### config.mk
export PLATFORM = sky130hd
export DESIGN_NAME = md_sequencer_flat
export DESIGN_NICKNAME = d
export VERILOG_FILES = /design/src/rtl/md_sequencer_if.sv /design/src/rtl/md_sequencer.sv /design/src/flat_wrapper.sv
export SDC_FILE = /design/constraint.sdc
export NUM_CORES = 1
export LEC_CHECK = 0
export CORE_MARGIN = 2
export CORE_UTILIZATION = 54
export DETAILED_ROUTE_END_ITERATION = 10
export PLACE_DENSITY = 0.86
export SLEW_MARGIN = 20
export SYNTH_ARGS = -nofsm -noshare
export SYNTH_HDL_FRONTEND = slang
export SYNTH_SLANG_ARGS = --single-unit
### constraint.sdc
create_clock -name Clk -period 3.5 [get_ports Clk]
set_clock_uncertainty 0.2 [all_clocks]
set_input_delay 0.875 -clock Clk [delete_from_list [all_inputs] [get_ports Clk]]
set_output_delay 0.875 -clock Clk [all_outputs]
set_load 0.05 [all_outputs]
### src/rtl/md_sequencer_if.sv
// md_sequencer_if
//   Bundles the handshake and data signals around md_sequencer:
//     request  : req_valid/req_ready, req_funct3, req_a, req_b, flush
//     response : resp_valid/resp_ready, resp_data
//     core     : core_execute, core_div, core_a, core_b, core_ready, core_hi, core_lo
//   slave  : the sequencer's view of the bundle.
//   master : the surrounding issue logic and multiply/divide core.
interface md_sequencer_if #(
  parameter int WIDTH = 32
);
  logic             req_valid;
  logic             req_ready;
  logic [2:0]       req_funct3;
  logic [WIDTH-1:0] req_a;
  logic [WIDTH-1:0] req_b;
  logic             flush;
  logic             resp_valid;
  logic             resp_ready;
  logic [WIDTH-1:0] resp_data;
  logic             core_execute;
  logic             core_div;
  logic [WIDTH-1:0] core_a;
  logic [WIDTH-1:0] core_b;
  logic             core_ready;
  logic [WIDTH-1:0] core_hi;
  logic [WIDTH-1:0] core_lo;

  modport slave (
    input  req_valid, req_funct3, req_a, req_b, flush, resp_ready,
           core_ready, core_hi, core_lo,
    output req_ready, resp_valid, resp_data, core_execute, core_div, core_a, core_b
  );

  modport master (
    output req_valid, req_funct3, req_a, req_b, flush, resp_ready,
           core_ready, core_hi, core_lo,
    input  req_ready, resp_valid, resp_data, core_execute, core_div, core_a, core_b
  );
endinterface

### src/rtl/md_sequencer.sv
// md_sequencer
//   Front-end sequencer for a shared unsigned shift-add multiply/divide core.
//   Takes an RV32M op (funct3 + rs1/rs2), turns the operands into unsigned
//   magnitudes, fires one core_execute pulse, captures the core's {hi,lo} on its
//   one-cycle core_ready pulse, then restores signs and selects the half the op
//   needs. Divide-by-zero and signed overflow are answered without the core.
// Ports
//   Clk      : clock, all state on the rising edge
//   Reset_n  : asynchronous active-low reset
//   bus      : md_sequencer_if.slave (request, response and core signals)
module md_sequencer #(
  parameter int WIDTH = 32
) (
  input  logic           Clk,
  input  logic           Reset_n,
  md_sequencer_if.slave  bus
);

  typedef enum logic [2:0] {
    S_IDLE, S_SETUP, S_ISSUE, S_WAIT, S_FIXUP, S_RESP, S_DRAIN
  } state_t;

  localparam logic [WIDTH-1:0] MIN_VAL  = {1'b1, {(WIDTH-1){1'b0}}};
  localparam logic [WIDTH-1:0] ALL_ONES = {WIDTH{1'b1}};

  function automatic logic [WIDTH-1:0] neg_w(input logic [WIDTH-1:0] x);
    return ~x + 1'b1;
  endfunction

  function automatic logic [2*WIDTH-1:0] neg_2w(input logic [2*WIDTH-1:0] x);
    return ~x + 1'b1;
  endfunction

  state_t           state_q;
  logic [2:0]       f3_q;
  logic [WIDTH-1:0] a_q, b_q;
  logic             sa_q, sb_q;
  logic [WIDTH-1:0] hi_q, lo_q;
  logic             req_ready_q, resp_valid_q, core_execute_q, core_div_q;
  logic [WIDTH-1:0] resp_data_q, core_a_q, core_b_q;

  logic             signed_a, signed_b;
  logic             sa_d, sb_d;
  logic [WIDTH-1:0] mag_a_d, mag_b_d;
  logic             bypass_d;
  logic [WIDTH-1:0] bypass_data_d;
  logic [2*WIDTH-1:0] prod_d;
  logic [WIDTH-1:0] quo_d, rem_d, fix_data_d;

  // Operand signedness. MUL is handled as signed too: the low half of the
  // product is identical either way, and the core then sees magnitudes.
  always_comb begin
    signed_a = 1'b0;
    signed_b = 1'b0;
    case (f3_q)
      3'b000, 3'b001, 3'b100, 3'b110: begin signed_a = 1'b1; signed_b = 1'b1; end
      3'b010:                         signed_a = 1'b1;
      default: ;
    endcase
  end

  // Setup: magnitudes and the cases the core never sees.
  always_comb begin
    sa_d          = a_q[WIDTH-1] & signed_a;
    sb_d          = b_q[WIDTH-1] & signed_b;
    // Negating MIN yields MIN, which is the correct unsigned magnitude.
    mag_a_d       = sa_d ? neg_w(a_q) : a_q;
    mag_b_d       = sb_d ? neg_w(b_q) : b_q;
    bypass_d      = 1'b0;
    bypass_data_d = '0;
    if (f3_q[2] && (b_q == '0)) begin
      bypass_d      = 1'b1;
      bypass_data_d = f3_q[1] ? a_q : ALL_ONES;
    end else if (f3_q[2] && !f3_q[0] && (a_q == MIN_VAL) && (b_q == ALL_ONES)) begin
      bypass_d      = 1'b1;
      bypass_data_d = f3_q[1] ? '0 : MIN_VAL;
    end
  end

  // Fix-up: restore signs on the captured core result and pick the half.
  always_comb begin
    prod_d = (sa_q ^ sb_q) ? neg_2w({hi_q, lo_q}) : {hi_q, lo_q};
    quo_d  = (sa_q ^ sb_q) ? neg_w(lo_q) : lo_q;
    rem_d  = sa_q ? neg_w(hi_q) : hi_q;
    if (!f3_q[2])
      fix_data_d = (f3_q[1:0] == 2'b00) ? prod_d[WIDTH-1:0] : prod_d[2*WIDTH-1:WIDTH];
    else
      fix_data_d = f3_q[1] ? rem_d : quo_d;
  end

  always_ff @(posedge Clk or negedge Reset_n) begin
    if (!Reset_n) begin
      state_q        <= S_IDLE;
      f3_q           <= '0;
      a_q            <= '0;
      b_q            <= '0;
      sa_q           <= 1'b0;
      sb_q           <= 1'b0;
      hi_q           <= '0;
      lo_q           <= '0;
      req_ready_q    <= 1'b1;
      resp_valid_q   <= 1'b0;
      core_execute_q <= 1'b0;
      core_div_q     <= 1'b0;
      resp_data_q    <= '0;
      core_a_q       <= '0;
      core_b_q       <= '0;
    end else begin
      core_execute_q <= 1'b0;
      case (state_q)
        S_IDLE: begin
          if (bus.req_valid) begin
            f3_q        <= bus.req_funct3;
            a_q         <= bus.req_a;
            b_q         <= bus.req_b;
            req_ready_q <= 1'b0;
            state_q     <= S_SETUP;
          end
        end
        S_SETUP: begin
          if (bus.flush) begin
            req_ready_q <= 1'b1;
            state_q     <= S_IDLE;
          end else begin
            sa_q     <= sa_d;
            sb_q     <= sb_d;
            core_a_q <= mag_a_d;
            core_b_q <= mag_b_d;
            if (bypass_d) begin
              resp_data_q  <= bypass_data_d;
              resp_valid_q <= 1'b1;
              state_q      <= S_RESP;
            end else begin
              core_execute_q <= 1'b1;
              core_div_q     <= f3_q[2];
              state_q        <= S_ISSUE;
            end
          end
        end
        // The pulse is already on the wire this cycle, so a flush here must
        // still wait for the core to finish.
        S_ISSUE: state_q <= bus.flush ? S_DRAIN : S_WAIT;
        S_WAIT: begin
          if (bus.core_ready) begin
            core_div_q <= 1'b0;
            if (bus.flush) begin
              req_ready_q <= 1'b1;
              state_q     <= S_IDLE;
            end else begin
              hi_q    <= bus.core_hi;
              lo_q    <= bus.core_lo;
              state_q <= S_FIXUP;
            end
          end else if (bus.flush) begin
            state_q <= S_DRAIN;
          end
        end
        S_FIXUP: begin
          if (bus.flush) begin
            req_ready_q <= 1'b1;
            state_q     <= S_IDLE;
          end else begin
            resp_data_q  <= fix_data_d;
            resp_valid_q <= 1'b1;
            state_q      <= S_RESP;
          end
        end
        S_RESP: begin
          if (bus.flush || bus.resp_ready) begin
            resp_valid_q <= 1'b0;
            req_ready_q  <= 1'b1;
            state_q      <= S_IDLE;
          end
        end
        S_DRAIN: begin
          if (bus.core_ready) begin
            core_div_q  <= 1'b0;
            req_ready_q <= 1'b1;
            state_q     <= S_IDLE;
          end
        end
        default: begin
          req_ready_q <= 1'b1;
          state_q     <= S_IDLE;
        end
      endcase
    end
  end

  assign bus.req_ready    = req_ready_q;
  assign bus.resp_valid   = resp_valid_q;
  assign bus.resp_data    = resp_data_q;
  assign bus.core_execute = core_execute_q;
  assign bus.core_div     = core_div_q;
  assign bus.core_a       = core_a_q;
  assign bus.core_b       = core_b_q;

endmodule
### src/flat_wrapper.sv
// flat-port wrapper written by rule: the top's interface ports become plain ports
module md_sequencer_flat 
#(
  parameter int WIDTH = 32
)
  (Clk, Reset_n, bus_req_valid, bus_req_funct3, bus_req_a, bus_req_b, bus_flush, bus_resp_ready, bus_core_ready, bus_core_hi, bus_core_lo, bus_req_ready, bus_resp_valid, bus_resp_data, bus_core_execute, bus_core_div, bus_core_a, bus_core_b);
  md_sequencer_if #(.WIDTH(WIDTH)) bus_i ();
  input  logic Clk;
  input  logic Reset_n;
  input wire logic [$bits(bus_i.req_valid)-1:0] bus_req_valid;
  input wire logic [$bits(bus_i.req_funct3)-1:0] bus_req_funct3;
  input wire logic [$bits(bus_i.req_a)-1:0] bus_req_a;
  input wire logic [$bits(bus_i.req_b)-1:0] bus_req_b;
  input wire logic [$bits(bus_i.flush)-1:0] bus_flush;
  input wire logic [$bits(bus_i.resp_ready)-1:0] bus_resp_ready;
  input wire logic [$bits(bus_i.core_ready)-1:0] bus_core_ready;
  input wire logic [$bits(bus_i.core_hi)-1:0] bus_core_hi;
  input wire logic [$bits(bus_i.core_lo)-1:0] bus_core_lo;
  output wire logic [$bits(bus_i.req_ready)-1:0] bus_req_ready;
  output wire logic [$bits(bus_i.resp_valid)-1:0] bus_resp_valid;
  output wire logic [$bits(bus_i.resp_data)-1:0] bus_resp_data;
  output wire logic [$bits(bus_i.core_execute)-1:0] bus_core_execute;
  output wire logic [$bits(bus_i.core_div)-1:0] bus_core_div;
  output wire logic [$bits(bus_i.core_a)-1:0] bus_core_a;
  output wire logic [$bits(bus_i.core_b)-1:0] bus_core_b;
  assign bus_i.req_valid = bus_req_valid;
  assign bus_i.req_funct3 = bus_req_funct3;
  assign bus_i.req_a = bus_req_a;
  assign bus_i.req_b = bus_req_b;
  assign bus_i.flush = bus_flush;
  assign bus_i.resp_ready = bus_resp_ready;
  assign bus_i.core_ready = bus_core_ready;
  assign bus_i.core_hi = bus_core_hi;
  assign bus_i.core_lo = bus_core_lo;
  assign bus_req_ready = bus_i.req_ready;
  assign bus_resp_valid = bus_i.resp_valid;
  assign bus_resp_data = bus_i.resp_data;
  assign bus_core_execute = bus_i.core_execute;
  assign bus_core_div = bus_i.core_div;
  assign bus_core_a = bus_i.core_a;
  assign bus_core_b = bus_i.core_b;
  md_sequencer #(.WIDTH(WIDTH)) u_core (.Clk(Clk), .Reset_n(Reset_n), .bus(bus_i));
endmodule
After elaboration in Yosys (flattened, before gate mapping)

Cells that the tools add are included.

Register bits: 236
Output and inout bits: 100
Logic and storage cells: 126

Add/sub/neg operators: 5
Equality and inequality tests: 22
Multiplexer cells: 49
Bitwise operators: 10
Reduce and logical (&&, ||, !) cells: 25

Operators by type and width:

| kind                                          | count |
|---|---|
| 2-to-1 mux 32 bit                             | 14 |
| adder 32 x 1 -> 32 bit, second input constant | 4 |
| NOT 32 bit                                    | 4 |
| adder 64 x 1 -> 64 bit, second input constant | 1 |
| == test 32 bit, second input constant         | 2 |
| 2-to-1 mux 64 bit                             | 1 |
| NOT 64 bit                                    | 1 |
| one-hot mux 32 bit (2 select lines)           | 1 |
| logical NOT 32 bit                            | 1 |
| 2-to-1 mux 3 bit                              | 10 |
| one-hot mux 3 bit (7 select lines)            | 1 |
| 2-to-1 mux 1 bit                              | 19 |
| == test 3 bit, second input constant          | 5 |
| != test 2 bit, second input constant          | 6 |
| AND reduction 4 bit                           | 3 |
| AND reduction 5 bit                           | 2 |
| == test 3 x 2 -> 1 bit, second input constant | 3 |
| == test 3 x 1 -> 1 bit, second input constant | 2 |
| logical NOT 3 bit                             | 2 |
| != test 2 x 1 -> 1 bit, second input constant | 3 |
| one-hot mux 1 bit (6 select lines)            | 1 |
| OR reduction 5 bit                            | 1 |
| logical AND 1 bit                             | 4 |
| AND reduction 2 bit                           | 2 |
| other kinds (14)                              | 18 |

Depth between registers and ports, before layout

Depth in word-level cells: 9
Mapped depth: 12

Worst setup path before layout

Ideal clock, no wire load.

Kind: flip-flop to flip-flop
Start: reg u_core.b_q[9]
End: reg u_core.resp_data_q[10], in the netlist u_core.bus.resp_data[10]
Arrival time: 2866 ps
Required time: 3176 ps
Slack: 310 ps
Stages on the path, launching flop included: 10
Path buffers: 2
Clock period less this slack: 3190 ps
Path through: dfrtp_1 -> or4_1 -> or4_1 -> nor4_4 -> a41o_1 -> buf_2 -> a21o_1 -> buf_2 -> mux2_2 -> o31a_1

Longest elaborated chain between the ends: 7

Ends and longest elaborated chain:

| item                                | line                | RTL |
|---|---|---|
| from (decl)                         | md_sequencer.sv:36  | `logic [WIDTH-1:0] a_q, b_q;` |
| from (signal assigned)              | md_sequencer.sv:115 | `b_q <= bus.req_b;` |
| == test 32 bit                      | md_sequencer.sv:74  | `end else if (f3_q[2] && !f3_q[0] && (a_q == MIN_VAL) && (b_q == ALL_ONES)) begin` |
| logical AND 1 bit                   | md_sequencer.sv:74  |  |
| 2-to-1 mux 32 bit                   | md_sequencer.sv:74  |  |
| 2-to-1 mux 32 bit                   | md_sequencer.sv:71  | `if (f3_q[2] && (b_q == '0)) begin` |
| 2-to-1 mux 32 bit                   | md_sequencer.sv:129 | `if (bypass_d) begin` |
| 2-to-1 mux 32 bit                   | md_sequencer.sv:121 | `if (bus.flush) begin` |
| one-hot mux 32 bit (2 select lines) | md_sequencer.sv:110 | `case (state_q)` |
| to (signal assigned)                | md_sequencer.sv:130 | `resp_data_q <= bypass_data_d;` |
| to (signal assigned)                | md_sequencer.sv:163 | `resp_data_q <= fix_data_d;` |
| to (decl)                           | md_sequencer.sv:40  | `logic [WIDTH-1:0] resp_data_q, core_a_q, core_b_q;` |

Parallel ways exist; a longest one is shown, timed or not. The select of a mux whose other input is x is not followed.
A chain may end at the register's enable or synchronous reset.

Worst setup path in the final report

Start: reg u_core.b_q[9]
End: reg u_core.resp_data_q[22], in the netlist u_core.bus.resp_data[22]

Same word-level chain as after synthesis.

==> flow_summary_export.csv <==
group,metric,value,unit
run_status,status,"completed",
power_and_ir_drop,powerDensity,1100,nW/µm²
synthesis,syn_avg_cell_area,9.30,µm²
critical_path,crit_chain,"or4_1, or4_1, nor3_1, and3_2, o21ai_0, a21oi_1, a22o_1",
synthesis,synth-simple-area-share,16.6,%
finish,nets,1884,
clock_network,cts_setup_buffers,0,
power_and_ir_drop,leakage,7.18,nW
global_routing,antenna_found_initial,0,
critical_path,path_buf_inv,0,
finish,area_delta_synth_final,30.3,%
critical_path,critPathTopFamily,"simple AND/OR/NAND/NOR gates",
sta,max_slew_margin,54.5,%
critical_path,r2r_cells,7,
synthesis,synth_ff_type,"dfrtp_1",
critical_path,critPathSlowestCell,"or4_1",
routing,wire_per_inst,23.9,µm
routing,dr.pass1.iters,7,
sta,max_freq,0.292,GHz
routing,routed_wl,49900,µm
floorplan,initial_core_util,54.9,%
global_routing,grt_pass1_vias,13200,
finish,drive_above_1_share,17.0,%
global_routing,grt_pass1_wl,76400,µm
sta,final.hold.worst_slack,0.107,ns
critical_path,cpMostUsedCell,"or4_1",
finish,antenna_cells,0,
synthesis,synth_compound_area_share,18.5,%
critical_path,rrSetupSlack,0.08,ns
floorplan,dieHeight,164,µm
sta,finalCriticalPeriod,3.42,ns
synthesis,synth-xor-area-share,7.48,%
clock_network,cts_tree,"yes",
routing,drt_first_iter_violations,1682,
critical_path,crit_path_end,"u_core.bus.resp_data[22]$_DFFE_PN0P_",
synthesis,synthArstFlopShare,100,%
floorplan,fp-row-count,58,
routing,vias_per_cell,6.49,
routing,drc,0,
synthesis,ys_seq_area_share,42.7,%
clock_network,cts_htree_levels,1,
synthesis,synth_edf_count,0,
placement,post_dp_cell_area,17100,µm²
synthesis,synth_top_family_by_area,"compound AO/OA/AOI/OAI gates",
power_and_ir_drop,ir_worst_vdd,815,µV
placement,io_buffer_count,236,
routing,ant_nets,0,
finish,fillers,1802,
critical_path,critical_path.max_stage_delay,0.65,ns
sta,worstMarginPinSlew,0.680,ns
synthesis,syn_nets,1628,
power_and_ir_drop,internal_power,10.0,mW
synthesis,ys.warnings.count,0,
finish,seq_area,5910,µm²
sta,tns,0,ns
sta,fin_crit_sh,97.8,%
synthesis,muxShareOfSynthArea,10.5,%
placement,dp.cells,2045,
critical_path,startpoint,"u_core.b_q[9]$_DFFE_PN0P_",
finish,final_design_area_no_fill,18000,µm²
job,cap_violations,0,
critical_path,cp.required,3.79,ns
critical_path,critPathKind,"reg -> reg",
floorplan,die_w,164,µm
power_and_ir_drop,p_clk_share,14.5,%
clock_network,cts_root_buf,"clkbuf_16",
critical_path,cp_max_fo,14,
clock_network,clock_latency,0.55,ns
clock_network,clk_pin_slew_worst_paths,0.07,ns
power_and_ir_drop,netSwitchingPower,9.71,mW
global_routing,grt_max_degree,80,
sta,rsz0062_at_grt,"no",
placement,hpwl,36400,µm
finish,multiInputGateArea,7470,µm²
placement,place.gp.congestion,1.01,
power_and_ir_drop,combPwrFrac,55.4,%
finish,final_cells,2090,
finish,finalCoreUtilization,71.5,%
synthesis,synthDistinctLibCells,77,
sta,drv_slew,0,
power_and_ir_drop,p_sw_share,49.2,%
floorplan,dieArea,26900,µm²
critical_path,r2r-end,"u_core.bus.resp_data[22]$_DFFE_PN0P_",
routing,vias,13600,
critical_path,start_kind,"flip-flop",
synthesis,synth-adder-area-share,0.452,%
synthesis,syn_inst,1486,
floorplan,core,25200,µm²
clock_network,clock-sinks,236,
synthesis,synthesis.area,13800,µm²
power_and_ir_drop,seqPwrFrac,30.2,%
critical_path,crit_cells,7,
global_routing,overflow,0,
sta,hold_violations,0,
critical_path,crit_path_end_kind,"flip-flop",
critical_path,worstPathArrival,3.71,ns
floorplan,io_pins,237,
synthesis,yosys_register_bits,236,
global_routing,grt_use_total,36.9,%
sta,finalSetupViolCount,0,
clock_network,postCtsHoldBufs,0,
clock_network,cts-buffers-inserted,25,
critical_path,r2r-start,"u_core.b_q[9]$_DFFE_PN0P_",
clock_network,clock_path_buffers,3,
worst_hold_path,hold_path_class,"in -> async",
flip-flops by register name (all words and copies together) (netlist names):
name,count
u_core.sa_q,1
u_core.bus.core_div,1
u_core.bus.resp_valid,1
u_core.b_q,32
u_core.hi_q,32
u_core.sb_q,1
u_core.lo_q,32
u_core.bus.core_a,32
u_core.bus.req_ready,1
u_core.state_q,3
u_core.f3_q,3
u_core.a_q,32
u_core.bus.core_execute,1
u_core.bus.resp_data,32
u_core.bus.core_b,32
routing by layer:
| metal | routed length (µm) | up-vias | GRT usage (%) |
|---|---|---|---|
| li1 | - | 5959 | - |
| met1 | 18800 | 6544 | 47.0 |
| met2 | 23300 | 848 | 60.7 |
| met3 | 4680 | 212 | 6.44 |
| met4 | 3100 | 0 | 18.2 |
| met5 | 0 | - | 0 |
power by group through the flow:
| stage | logic [mW] | clock network, mW | registers (mW) |
|---|---|---|---|
| floorplan | 5.50 | 0 | 6.91 |
| global placement | 10.4 | 0 | 5.76 |
| detailed placement | 10.6 | 0 | 5.85 |
| CTS | 10.8 | 2.87 | 5.84 |
| global route | 11.6 | 2.98 | 6.06 |
| finish | 10.9 | 2.85 | 5.96 |
worst min path at each step:
stage,cells after the start,endpoint,start
6_report,1,u_core.b_q[17]$_DFFE_PN0P_,Reset_n
2_1_floorplan,1,u_core.a_q[21]$_DFFE_PN0P_,u_core.a_q[21]$_DFFE_PN0P_
5_1_grt,1,u_core.bus.core_b[19]$_DFFE_PN0P_,Reset_n
4_1_cts,1,u_core.b_q[17]$_DFFE_PN0P_,Reset_n
3_3_place_gp,2,u_core.bus.core_a[31]$_DFFE_PN0P_,u_core.bus.core_a[31]$_DFFE_PN0P_
3_5_place_dp,2,u_core.bus.core_a[7]$_DFFE_PN0P_,u_core.bus.core_a[7]$_DFFE_PN0P_
final cells by class:
type / instances / share of cell area, %
multi-input cells: 1117 / 41.5
clock buffers: 34 / 4.11
repair buffers: 341 / 18.1
well taps: 330 / 2.29
clock inverters: 11 / 0.834
flip-flops and latches: 236 / 32.8
inverters: 21 / 0.438
synthesized netlist by cell type, drive strengths merged (9+ instances only):
| master | count | share of area, % |
|---|---|---|
| or3 | 18 | 0.81 |
| a21oi | 62 | 2.2 |
| clkbuf | 92 | 2.5 |
| a22o | 9 | 0.57 |
| a211oi | 12 | 0.65 |
| o31ai | 36 | 2.1 |
| nor2 | 92 | 2.5 |
| o211ai | 17 | 0.92 |
| buf | 20 | 0.72 |
| dfrtp | 235 | 43 |
| nor3 | 36 | 1.3 |
| a31oi | 13 | 0.59 |
| o41ai | 15 | 1.0 |
| nand2 | 156 | 4.2 |
| inv | 20 | 0.54 |
| nand4 | 19 | 0.86 |
| xnor2 | 62 | 3.9 |
| mux2 | 119 | 9.7 |
| nor4 | 37 | 1.9 |
| o21ai | 166 | 6.0 |
| xor2 | 56 | 3.5 |
| nand3 | 28 | 1.0 |
| mux2i | 11 | 0.80 |
| or4 | 28 | 1.5 |
timing repair:
item	CTS	global route
endpoints found under the setup margin	1	6
resized for setup	1	7
pin swaps	0	1
stage by stage:
| stage | setup slack, ns | total power [mW] |
|---|---|---|
| after floorplan | 0.310 | 12.4 |
| after global placement | 0.127 | 16.2 |
| after detailed placement | 0.0661 | 16.5 |
| after CTS | 0.0690 | 19.5 |
| after global routing | 0.00726 | 20.7 |
| final | 0.0770 | 19.7 |
placed cells by master, fill, tap and decap left out, types with 7 or more instances in the layout:
cell type	count
or4_1	25
mux2i_1	11
clkbuf_8	8
a31oi_1	13
a22o_1	9
a21oi_1	61
mux2_2	119
o31ai_1	35
o41ai_1	14
inv_1	19
dfrtp_1	235
clkbuf_16	25
nand2_1	156
or3_1	17
nand3_1	27
a21o_1	7
nor2_1	91
nor4_1	32
clkdlybuf4s50_1	235
buf_4	97
a211oi_1	11
xnor2_1	61
o21ai_0	161
buf_12	8
nand4_1	19
nor3_1	36
xor2_1	55
o211ai_1	17
a22oi_1	8
nand2b_1	8
kinds of logic (layout without fill, tap and decap cells):
kind of cell             count (synthesis)  after routing
AO/OA/AOI/OAI                          402            402
XOR/XNOR                               118            118
adder cells (fa/ha/maj)                  5              5
buffers and inverters                  133            407
flip-flops                             236            236
multiplexers                           130            130
AND/OR/NAND/NOR                        462            462
Power figures use the tool's default switching activity.
